### src/rtl/ultrasonic_ranger_ctrl.sv
// HC-SR04-style ranging sequencer: trigger pulse, echo wait, echo width to cm
// conversion, and the mandatory re-trigger gap between measurements.
module ultrasonic_ranger_ctrl #(
  parameter int unsigned TRIG_CYCLES      = 350,
  parameter int unsigned CYCLES_PER_CM    = 2030,
  parameter int unsigned ECHO_WAIT_CYCLES = 35000,
  parameter int unsigned MAX_ECHO_CYCLES  = 1330000,
  parameter int unsigned GAP_CYCLES       = 2100000,
  parameter int unsigned DIST_W           = 10
) (
  input  logic              clk,
  input  logic              rst,
  input  logic              measure_en,
  input  logic              echo,
  output logic              trig,
  output logic              busy,
  output logic [DIST_W-1:0] dist_cm,
  output logic              dist_valid,
  output logic              dist_err
);

  localparam int unsigned CNT_W = 24;
  localparam int unsigned CM_W  = $clog2(CYCLES_PER_CM + 1);

  localparam logic [CNT_W-1:0] TRIG_LAST = CNT_W'(TRIG_CYCLES - 1);
  localparam logic [CNT_W-1:0] WAIT_LAST = CNT_W'(ECHO_WAIT_CYCLES - 1);
  // The WAIT_ECHO cycle that sees echo_s rise is the first high cycle, so
  // MEASURE phase count N corresponds to high cycle N+2.
  localparam logic [CNT_W-1:0] ECHO_LAST = CNT_W'(MAX_ECHO_CYCLES - 2);
  localparam logic [CNT_W-1:0] GAP_LAST  = CNT_W'(GAP_CYCLES - 1);
  localparam logic [CM_W-1:0]  CM_LAST   = CM_W'(CYCLES_PER_CM - 1);

  typedef enum logic [2:0] {
    IDLE,
    TRIG,
    WAIT_ECHO,
    MEASURE,
    GAP
  } state_t;

  state_t              state_q, state_d;
  logic [CNT_W-1:0]    cnt_q, cnt_d;
  logic [CM_W-1:0]     cm_q, cm_d;
  logic [DIST_W-1:0]   acc_q, acc_d;
  logic [DIST_W-1:0]   dist_cm_q, dist_cm_d;
  logic                dist_err_q, dist_err_d;
  logic                dist_valid_q, dist_valid_d;
  logic                trig_q;
  logic                echo_meta_q, echo_s_q;
  logic                count_echo;
  logic                timeout;

  always_comb begin
    state_d      = state_q;
    cm_d         = cm_q;
    acc_d        = acc_q;
    dist_cm_d    = dist_cm_q;
    dist_err_d   = dist_err_q;
    dist_valid_d = 1'b0;
    count_echo   = 1'b0;
    timeout      = 1'b0;

    case (state_q)
      IDLE: begin
        if (measure_en) state_d = TRIG;
      end
      TRIG: begin
        if (cnt_q == TRIG_LAST) state_d = WAIT_ECHO;
      end
      WAIT_ECHO: begin
        if (echo_s_q) begin
          state_d    = MEASURE;
          count_echo = 1'b1;
        end else if (cnt_q == WAIT_LAST) begin
          timeout = 1'b1;
        end
      end
      MEASURE: begin
        if (!echo_s_q) begin
          dist_cm_d    = acc_q;
          dist_err_d   = 1'b0;
          dist_valid_d = 1'b1;
          state_d      = GAP;
        end else if (cnt_q == ECHO_LAST) begin
          timeout = 1'b1;
        end else begin
          count_echo = 1'b1;
        end
      end
      GAP: begin
        if (cnt_q == GAP_LAST) state_d = IDLE;
      end
      default: state_d = IDLE;
    endcase

    if (timeout) begin
      dist_cm_d    = '1;
      dist_err_d   = 1'b1;
      dist_valid_d = 1'b1;
      state_d      = GAP;
    end

    // Whole centimetres only; the partial cm left in cm_q is discarded.
    if (count_echo) begin
      if (cm_q == CM_LAST) begin
        cm_d  = '0;
        acc_d = (acc_q == '1) ? acc_q : acc_q + 1'b1;
      end else begin
        cm_d = cm_q + 1'b1;
      end
    end

    if (state_d == TRIG && state_q != TRIG) begin
      cm_d  = '0;
      acc_d = '0;
    end

    cnt_d = (state_d != state_q) ? '0 : cnt_q + 1'b1;
  end

  always_ff @(posedge clk) begin
    if (rst) begin
      state_q      <= IDLE;
      cnt_q        <= '0;
      cm_q         <= '0;
      acc_q        <= '0;
      dist_cm_q    <= '0;
      dist_err_q   <= 1'b0;
      dist_valid_q <= 1'b0;
      trig_q       <= 1'b0;
      echo_meta_q  <= 1'b0;
      echo_s_q     <= 1'b0;
    end else begin
      state_q      <= state_d;
      cnt_q        <= cnt_d;
      cm_q         <= cm_d;
      acc_q        <= acc_d;
      dist_cm_q    <= dist_cm_d;
      dist_err_q   <= dist_err_d;
      dist_valid_q <= dist_valid_d;
      trig_q       <= (state_d == TRIG);
      echo_meta_q  <= echo;
      echo_s_q     <= echo_meta_q;
    end
  end

  assign trig       = trig_q;
  assign busy       = (state_q != IDLE);
  assign dist_cm    = dist_cm_q;
  assign dist_valid = dist_valid_q;
  assign dist_err   = dist_err_q;

endmodule

### config.mk
export PLATFORM = sky130hd
export DESIGN_NAME = ultrasonic_ranger_ctrl
export DESIGN_NICKNAME = d
export VERILOG_FILES = /design/src/rtl/ultrasonic_ranger_ctrl.sv
export SDC_FILE = /design/constraint.sdc
export NUM_CORES = 1
export LEC_CHECK = 0
export BUFFER_PORTS_ARGS = -buffer_cell sky130_fd_sc_hd__clkbuf_2
export CORE_MARGIN = 2
export CORE_UTILIZATION = 60
export CTS_BUF_LIST = sky130_fd_sc_hd__clkbuf_8
export CTS_CLUSTER_SIZE = 30
export DETAILED_ROUTE_END_ITERATION = 16
export GPL_TIMING_DRIVEN = 0
export PLACE_DENSITY = 0.79
export SLEW_MARGIN = 20
export SYNTH_ARGS = -nofsm -noshare
export SYNTH_HDL_FRONTEND = slang
export SYNTH_SLANG_ARGS = --single-unit
export TNS_END_PERCENT = 1
### constraint.sdc
create_clock -name clk -period 4.3 [get_ports clk]
set_input_delay 1.075 -clock clk [delete_from_list [all_inputs] [get_ports clk]]
set_output_delay 1.075 -clock clk [all_outputs]
set_load 0.05 [all_outputs]
## Yosys cells after proc, flatten, opt, wreduce, memory -nomap -nowiden

Cells that the tools add are included.
W data, S select, Z words.

| cells by class | value |
|---|---|
| muxes and demuxes | 26 |
| add/sub/neg operators | 3 |
| reductions and logical operators | 8 |
| bitwise logic cells | 1 |
| equality and inequality tests | 14 |

Operator list:

| cell | number |
|---|---|
| $mux W10 | 3 |
| $add A24 B1 Y24 const B | 1 |
| $eq A24 B16 Y1 const B | 1 |
| $eq A24 B21 Y1 const B | 1 |
| $eq A24 B22 Y1 const B | 1 |
| $eq A24 B9 Y1 const B | 1 |
| $mux W3 | 6 |
| $pmux W3 S5 | 1 |
| $mux W1 | 13 |
| $add A11 B1 Y11 const B | 1 |
| $eq A11 B11 Y1 const B | 1 |
| $mux W11 | 1 |
| $add A10 B1 Y10 const B | 1 |
| $eq A10 B10 Y1 const B | 1 |
| $eq A3 B1 Y1 const B | 2 |
| $eq A3 B2 Y1 const B | 2 |
| $pmux W1 S2 | 2 |
| $reduce_or A2 Y1 | 2 |
| $eq A3 B3 Y1 const B | 1 |
| $logic_not A3 Y1 | 1 |
| $ne A3 B1 Y1 const B | 1 |
| $ne A3 B3 Y1 | 1 |
| $reduce_and A3 Y1 | 1 |
| $reduce_bool A3 Y1 | 1 |
| 5 further kinds | 5 |

| word-level totals | value |
|---|---|
| bits in registers | 63 |
| logic and storage cells | 62 |
| bits of input ports | 4 |
| output and inout bits | 14 |

## Longest topological paths before layout

Gate-level depths: netlist of the first run.

| logic depth | value |
|---|---|
| word-level depth | 8 |
| gate-level depth with buffers | 9 |
| mapped depth without buffers | 7 |

## Worst setup path after synthesis of the first run

Ideal clock, no wire load.

| timing path | value |
|---|---|
| path type | flip-flop to flip-flop |
| start | reg cnt_q[5] |
| end | reg cnt_q[17] |
| path buffers | 2 |
| stages on the path, launching flop included | 8 |
| data required time | 4.170 ns |
| setup time | 0.130 ns |
| arrival | 2.101 ns |
| setup slack | 2.069 ns |
| cells stage by stage | dfxtp_1 or3_1 or4_1 buf_2 o32a_4 o211ai_2 buf_6 nor3_1 |

| between the ends | value |
|---|---|
| longest elaborated chain between the ends | 7 |
| elaborated cells on any way between the ends | 16 |
| those cells by class | 1 x add/sub; 5 x eq/ne; 9 x mux; 1 x reduce/logical |

RTL lines:

| item | line | source |
|---|---|---|
| start: declaration | 42 | `logic [CNT_W-1:0] cnt_q, cnt_d;` |
| start signal: assignment | 135 | `cnt_q <= cnt_d;` |
| $eq A24 B21 Y1 or $eq A24 B16 Y1 (tied branches) | 84, 74 |  |
| $mux W1 (on tied branches) | 84, 74 |  |
| $mux W1 (on tied branches) | 79, 71 |  |
| $pmux W1 S2 | 63 | `case (state_q)` |
| $mux W3 | 96 | `if (timeout) begin` |
| $ne A3 B3 Y1 | 118 | `cnt_d = (state_d != state_q) ? '0 : cnt_q + 1'b1;` |
| $reduce_or A2 Y1 (no line) | -- |  |

Several ways; a longest one is shown, not always the timed one.
A chain may end at the register's enable or synchronous reset.

## Worst setup path in the final report of the first run

| timing path | value |
|---|---|
| start | reg cnt_q[4] |
| end | reg cnt_q[23] |

The elaborated chain is that of the path after synthesis.

==> results of run 1 <==
cell usage in the layout (no fill, tap or decap), types with 3 or more instances in the layout:
cell and count:
xor2_1 15, a211oi_1 3, xnor2_1 12, nand2_1 21, o211ai_1 5, nand4_1 23
a21oi_1 24, ha_1 6, nor2b_1 6, clkinv_2 3, nor2_1 20, nand4b_1 4
and4_1 3, nor4_1 5, dfxtp_1 63, o31a_1 3, nor4b_1 3, or4_1 7
and2_1 5, or2_2 4, clkbuf_1 12, buf_2 3, mux2i_1 11, o21ai_0 12
nand3_1 13, or3_1 13, nor3_1 33, inv_1 13, clkbuf_2 17, clkbuf_8 10
worst register-to-register path, stage by stage (launching register included):
cell	delay (ns)
dfxtp_1	0.31
clkbuf_1	0.31
nor4b_1	0.61
and4_1	0.37
nand4_1	0.11
nand4_1	0.28
clkbuf_1	0.41
nor3_1	0.11
logic make-up (layout without fill, tap and decap cells):
kind of cell             after synthesis  after routing  synth area share (%)
buffers and inverters                 30             63                  4.29
adder cells (fa/ha/maj)                6              6                  2.38
XOR/XNOR                              27             27                  7.51
flip-flops                            63             63                  40.0
AO/OA/AOI/OAI                         56             56                  11.2
AND/OR/NAND/NOR                      173            173                  31.1
multiplexers                          11             11                  3.49
metrics by stage:
step | total power [mW] | setup WS [ns] | instance area [um2]
after floorplan | 0.634 | 2.07 | 3150
after global placement | 0.647 | 1.78 | 3320
after detailed placement | 0.647 | 1.70 | 3320
after CTS | 1.14 | 1.68 | 3510
after global routing | 1.17 | 1.40 | 3510
final | 1.13 | 1.67 | 3510
flip-flops by register name, summed over array words and instances, names as in the netlist:
register,count
dist_cm,10
acc_q,10
cnt_q,24
trig,1
state_q,3
cm_q,11
dist_valid,1
echo_meta_q,1
dist_err,1
echo_s_q,1
worst max-delay path by stage:
stage | start | endpoint | slack [ns]
final | cnt_q[4]$_SDFF_PP0_ | cnt_q[23]$_SDFF_PP0_ | 1.67
after global placement | cnt_q[4]$_SDFF_PP0_ | cnt_q[4]$_SDFF_PP0_ | 1.78
after floorplan | cnt_q[5]$_SDFF_PP0_ | cnt_q[17]$_SDFF_PP0_ | 2.07
after CTS | cnt_q[4]$_SDFF_PP0_ | cnt_q[23]$_SDFF_PP0_ | 1.68
after global routing | cnt_q[4]$_SDFF_PP0_ | cnt_q[23]$_SDFF_PP0_ | 1.40
after detailed placement | cnt_q[4]$_SDFF_PP0_ | cnt_q[23]$_SDFF_PP0_ | 1.70
power by group:
group          internal, mW  switching (mW)
Combinational        0.0122          0.0297
Sequential            0.587         0.00507
Clock                 0.276           0.224
per-layer routing:
layer  global-route usage (%)  routed length, um  vias up  share of wire [%]
met5                        0                  0        -                  0
met4                     13.8                158        0                2.2
met3                     5.45                249       16                3.5
met2                     43.4               3540       58                 49
met1                     31.7               3210     1360                 45
li1                         -                  -     1399                  -
cell usage after synthesis, types with 7 or more instances:
library cell,instances,share of area (%)
or3_1,13,2.6
nand2_1,21,2.5
o21ai_0,12,1.9
dfxtp_1,63,40
clkbuf_1,12,1.4
nand3_1,13,2.1
nand4_1,23,4.6
nor3_1,33,5.2
nor2_1,20,2.4
a21oi_1,24,3.8
inv_1,11,1.3
mux2i_1,11,3.5
or4_1,7,1.7
xor2_1,15,4.2
xnor2_1,12,3.3
layout make-up:
class | count | area share, %
Buffer | 19 | 2.67
Clock buffer | 10 | 3.92
Clock inverter | 6 | 1.50
Inverter | 11 | 1.18
Multi-Input combinational cell | 273 | 49.9
Sequential cell | 63 | 35.9
Tap cell | 70 | 2.49
Timing Repair Buffer | 17 | 2.42
==> run summary, run 1 <==
EDFF count, synth - 0
Worst-path clk slew - 0.07 ns
Total Nets Final - 404
WHS - 0.443 ns
Post-Syn Area - 3150 um2
num ports - 18
peak supply drop - 0.237 mV
Synthesis Warnings - 0
vias in the first global route - 2617
DRT antenna net count - 0
GRT Overall Usage - 26.1%
count of cell types in the netlist - 45
fin crit period - 2.63 ns
initial core utilization - 62.1%
FF+latch area - 1260 um2
slew at the pin closest to its max-slew limit - 0.803 ns
achievable frequency - 380 MHz
DIE HEIGHT - 76.5 um
Root Buffer - clkbuf_8
die width - 76.5 um
CP Capture Type - register
Inst Count DP - 453
final worst path period share - 61.2%
syn_nets - 376
Port Buffer Count - 17
Hold EP - echo_s_q$_SDFF_PP0_
Async SR Flop Fraction - 0%
final clock skew - 0.00999 ns
CTS tree - done
CTS Hold Buffers Added - 0
Crit path required time - 4.52 ns
critical path peak fanout - 10
initial antenna violation count - 0
Max-Cap Viols - 0
CTS Buf Count - 9
Setup crit start kind - register
static leakage - 1.16 nW
H-Tree Depth - 3
DR vias/cell - 6.04
hold wc startpoint - echo_meta_q$_SDFF_PP0_
delay-heaviest family, CP - simple AND/OR/NAND/NOR gates
Congestion Overflow GR - 0
clock tree buffer depth - 2
average routed wire per standard cell - 15.3 um
Crit path buffers/inverters - 2
FF-to-FF End - cnt_q[23]$_SDFF_PP0_
antenna cell count - 0
DIE AREA - 5850 um2
worst hold path type - register to register
post-CTS setup buffer count - 0
FF-to-FF Start - cnt_q[4]$_SDFF_PP0_
run status - finished, final reports clean
register area share after synthesis - 40.0%
ratio of cells with drive above 1 in the final layout - 11.0%
kind of critical path - register to register
Setup TNS Final - 0 ns
drt initial violations - 168
critical path cell sequence - clkbuf_1, nor4b_1, and4_1, nand4_1, nand4_1, clkbuf_1, nor3_1
Core Util, Final - 69.2%
largest net degree at the start of global routing - 11
Syn Inst Count - 366
1st-pass router iterations - 4
area grow syn2layout - 11.5%
WL final - 7150 um
post-cts gate resize count - 0
Cell Count, Final, Fillers Out - 469
hold path depth - 1
Crit path depth - 7
clk_lat worst skew - 0.36 ns
drt drc - 0
Avg Inst Size Synth - 8.61 um2
Core Region - 5070 um2
PD cells - 323 nW/um2
worst-case reg-to-reg path depth - 7
highest-delay cell along the critical path - nor4b_1
Worst Path Arrival - 2.85 ns
via count - 2833
ys flop type - dfxtp_1
flop-to-flop setup slack - 1.67 ns
total of fill cells in the finished design - 444
Slew HR - 46.0%
first-pass GRT wire length - 12300 um
# rows - 26
fin. max-slew vios - 0
CP peak stage delay - 0.61 ns
Fin. Hold Viols - 0
GP Congestion - 0.924
Final HPWL DP - 5090 um
Multi-input gate area - 1750 um2
flops & latches, synth - 63
setup violators final - 0
CTS sink count - 63
unrepaired setup endpoints after global routing - no
Note: power is estimated with default switching activity, not from simulation.
==> run 2: changes to the inputs <==
--- a/config.mk
+++ b/config.mk
@@ -7,12 +7,12 @@
 export LEC_CHECK = 0
 export BUFFER_PORTS_ARGS = -buffer_cell sky130_fd_sc_hd__clkbuf_2
 export CORE_MARGIN = 2
-export CORE_UTILIZATION = 60
+export CORE_UTILIZATION = 57
 export CTS_BUF_LIST = sky130_fd_sc_hd__clkbuf_8
 export CTS_CLUSTER_SIZE = 30
 export DETAILED_ROUTE_END_ITERATION = 16
 export GPL_TIMING_DRIVEN = 0
-export PLACE_DENSITY = 0.79
+export PLACE_DENSITY = 0.78
 export SLEW_MARGIN = 20
 export SYNTH_ARGS = -nofsm -noshare
 export SYNTH_HDL_FRONTEND = slang
==> constraint.sdc (replaced) <==
create_clock -name clk -period 2.3 [get_ports clk]
set_input_delay 0.575 -clock clk [delete_from_list [all_inputs] [get_ports clk]]
set_output_delay 0.575 -clock clk [all_outputs]
set_load 0.05 [all_outputs]
==> run 2 against run 1 <==
Effect of this change:
- sequential power up 88%
- design area increased by 4.8%
- the flow now finishes with violations (setup timing)
- maximum frequency rose by 11%
- critical endpoint is now cnt_q[9]$_SDFF_PP0_
- critical path type unchanged
- utilization is 1.1 points lower
- combinational power is 130% higher
==> run summary, run 2 (same netlist as run 1, synthesis figures left out) <==
failing checks - setup timing
peak supply drop - 0.474 mV
num ports - 18
clk_lat worst skew - 0.34 ns
WL final - 7620 um
hold wc startpoint - echo
achievable frequency - 423 MHz
flop-to-flop setup slack - -0.06 ns
DRT antenna net count - 0
switching power total - 0.495 mW
final clock skew - 0.00751 ns
dpl cell area - 3330 um2
Root Buffer - clkbuf_8
GP Congestion - 0.888
Crit path required time - 2.53 ns
Switching Share - 22.8%
internal power - 1.68 mW
Worst-path clk slew - 0.07 ns
combinational fraction of design power - 4.3%
# rows - 27
Top reg by flops - cnt_q
ratio of cells with drive above 1 in the final layout - 17.5%
1st-pass router iterations - 5
initial antenna violation count - 0
slew at the pin closest to its max-slew limit - 0.676 ns
CTS Hold Buffers Added - 0
H-Tree Depth - 3
first-pass GRT wire length - 12400 um
Setup crit start kind - register
worst-case reg-to-reg path depth - 9
fin crit period - 2.36 ns
Core Region - 5410 um2
FF-to-FF End - cnt_q[9]$_SDFF_PP0_
Max-Cap Viols - 0
WHS - 0.440 ns
via count - 2862
largest registers - cnt_q (24), cm_q (11)
Fin. Hold Viols - 0
final worst path period share - 103%
FF-to-FF Start - cnt_q[0]$_SDFF_PP0_
fin. max-slew vios - 0
CTS Buf Count - 9
largest net degree at the start of global routing - 11
Total Nets Final - 411
CTS sink count - 63
pre-CTS setup slack - -0.143 ns
vias in the first global route - 2658
max reg flops - 24
final instance area - 3680 um2
initial core utilization - 58.3%
Setup TNS Final - -1.13 ns
Slew HR - 54.9%
clock share of power - 44.8%
DIE AREA - 6140 um2
sequential share of power - 50.9%
critical path peak fanout - 7
setup violators final - 23
Worst Path Arrival - 2.59 ns
unrepaired setup endpoints after global routing - yes
DIE HEIGHT - 78.3 um
clock tree buffer depth - 2
Final HPWL DP - 5260 um
drt initial violations - 124
CP Capture Type - register
commonest non-fill, non-tap cells in the layout - dfxtp_1, nor3_1, a21oi_1, nand4_1, nand2_1
Hold EP - echo_meta_q$_SDFF_PP0_
Congestion Overflow GR - 0
static leakage - 1.22 nW
Port Buffer Count - 17
run status - finished with violations
average routed wire per standard cell - 16.0 um
GRT Overall Usage - 25.6%
die width - 78.3 um
drt drc - 0
Core Util, Final - 68.1%
Setup WS post-layout - -0.0636 ns
worst hold path type - input pin to register
DR vias/cell - 6.00
most common cell after layout, fill and taps aside - dfxtp_1
area grow syn2layout - 16.9%
hold path depth - 2
kind of critical path - register to register
PD cells - 590 nW/um2
antenna cell count - 0
CTS tree - done
## run 2: final cells by class
type / instances / area, um2
inverter: 11 / 41.3
sequential: 63 / 1280
tap: 72 / 90.1
clock inverter: 4 / 46.3
clock buffer: 11 / 151
buffer: 16 / 93.8
timing repair buffer: 27 / 171
fill: 454 / 1720
multi-input combinational: 273 / 1810
## run 2: critical path: stages (launching register included)
cell      delay [ns]
dfxtp_4         0.36
inv_2           0.05
ha_2            0.17
nand4b_1        0.12
or4_4           0.57
buf_6           0.15
o32a_4          0.39
o211ai_4        0.19
buf_6           0.18
nor3_1          0.06
## run 2: worst max-delay path by stage
| stage | end | start | cells after the start |
|---|---|---|---|
| 2_1_floorplan | cnt_q[17]$_SDFF_PP0_ | cnt_q[5]$_SDFF_PP0_ | 7 |
| 3_3_place_gp | cnt_q[3]$_SDFF_PP0_ | cnt_q[5]$_SDFF_PP0_ | 7 |
| 3_5_place_dp | cnt_q[10]$_SDFF_PP0_ | cnt_q[4]$_SDFF_PP0_ | 7 |
| 4_1_cts | cnt_q[10]$_SDFF_PP0_ | cnt_q[5]$_SDFF_PP0_ | 7 |
| 5_1_grt | cnt_q[10]$_SDFF_PP0_ | cnt_q[0]$_SDFF_PP0_ | 9 |
| 6_report | cnt_q[9]$_SDFF_PP0_ | cnt_q[0]$_SDFF_PP0_ | 9 |
## run 2: per-stage QoR
step | std cells | total power, mW
2_1_floorplan | 366 | 1.19
3_3_place_gp | 455 | 1.21
3_5_place_dp | 455 | 1.21
4_1_cts | 475 | 2.18
5_1_grt | 477 | 2.24
6_report | 477 | 2.17
## run 2: what timing repair did
action / in CTS / in global routing
gates cloned: 2 / 0
resized for setup: 9 / 24
hold endpoints to repair: 0 / 0
endpoints found under the setup margin: 35 / 48
buffers inserted: 3 / 5
pin swaps: 3 / 6
## run 2: power by group through the flow
stage / combinational [mW] / sequential [mW] / clock (mW)
floorplan: 0.0521 / 1.13 / 0
global placement: 0.0757 / 1.13 / 0
detailed placement: 0.0771 / 1.13 / 0
CTS: 0.0892 / 1.11 / 0.983
global route: 0.103 / 1.11 / 1.03
finish: 0.0944 / 1.11 / 0.973
## run 2: per-layer routing
metal	GRT usage [%]	part of all wire [%]
met5	0	0
met4	10.0	2.1
met3	5.63	3.9
met2	40.3	46
met1	34.4	48
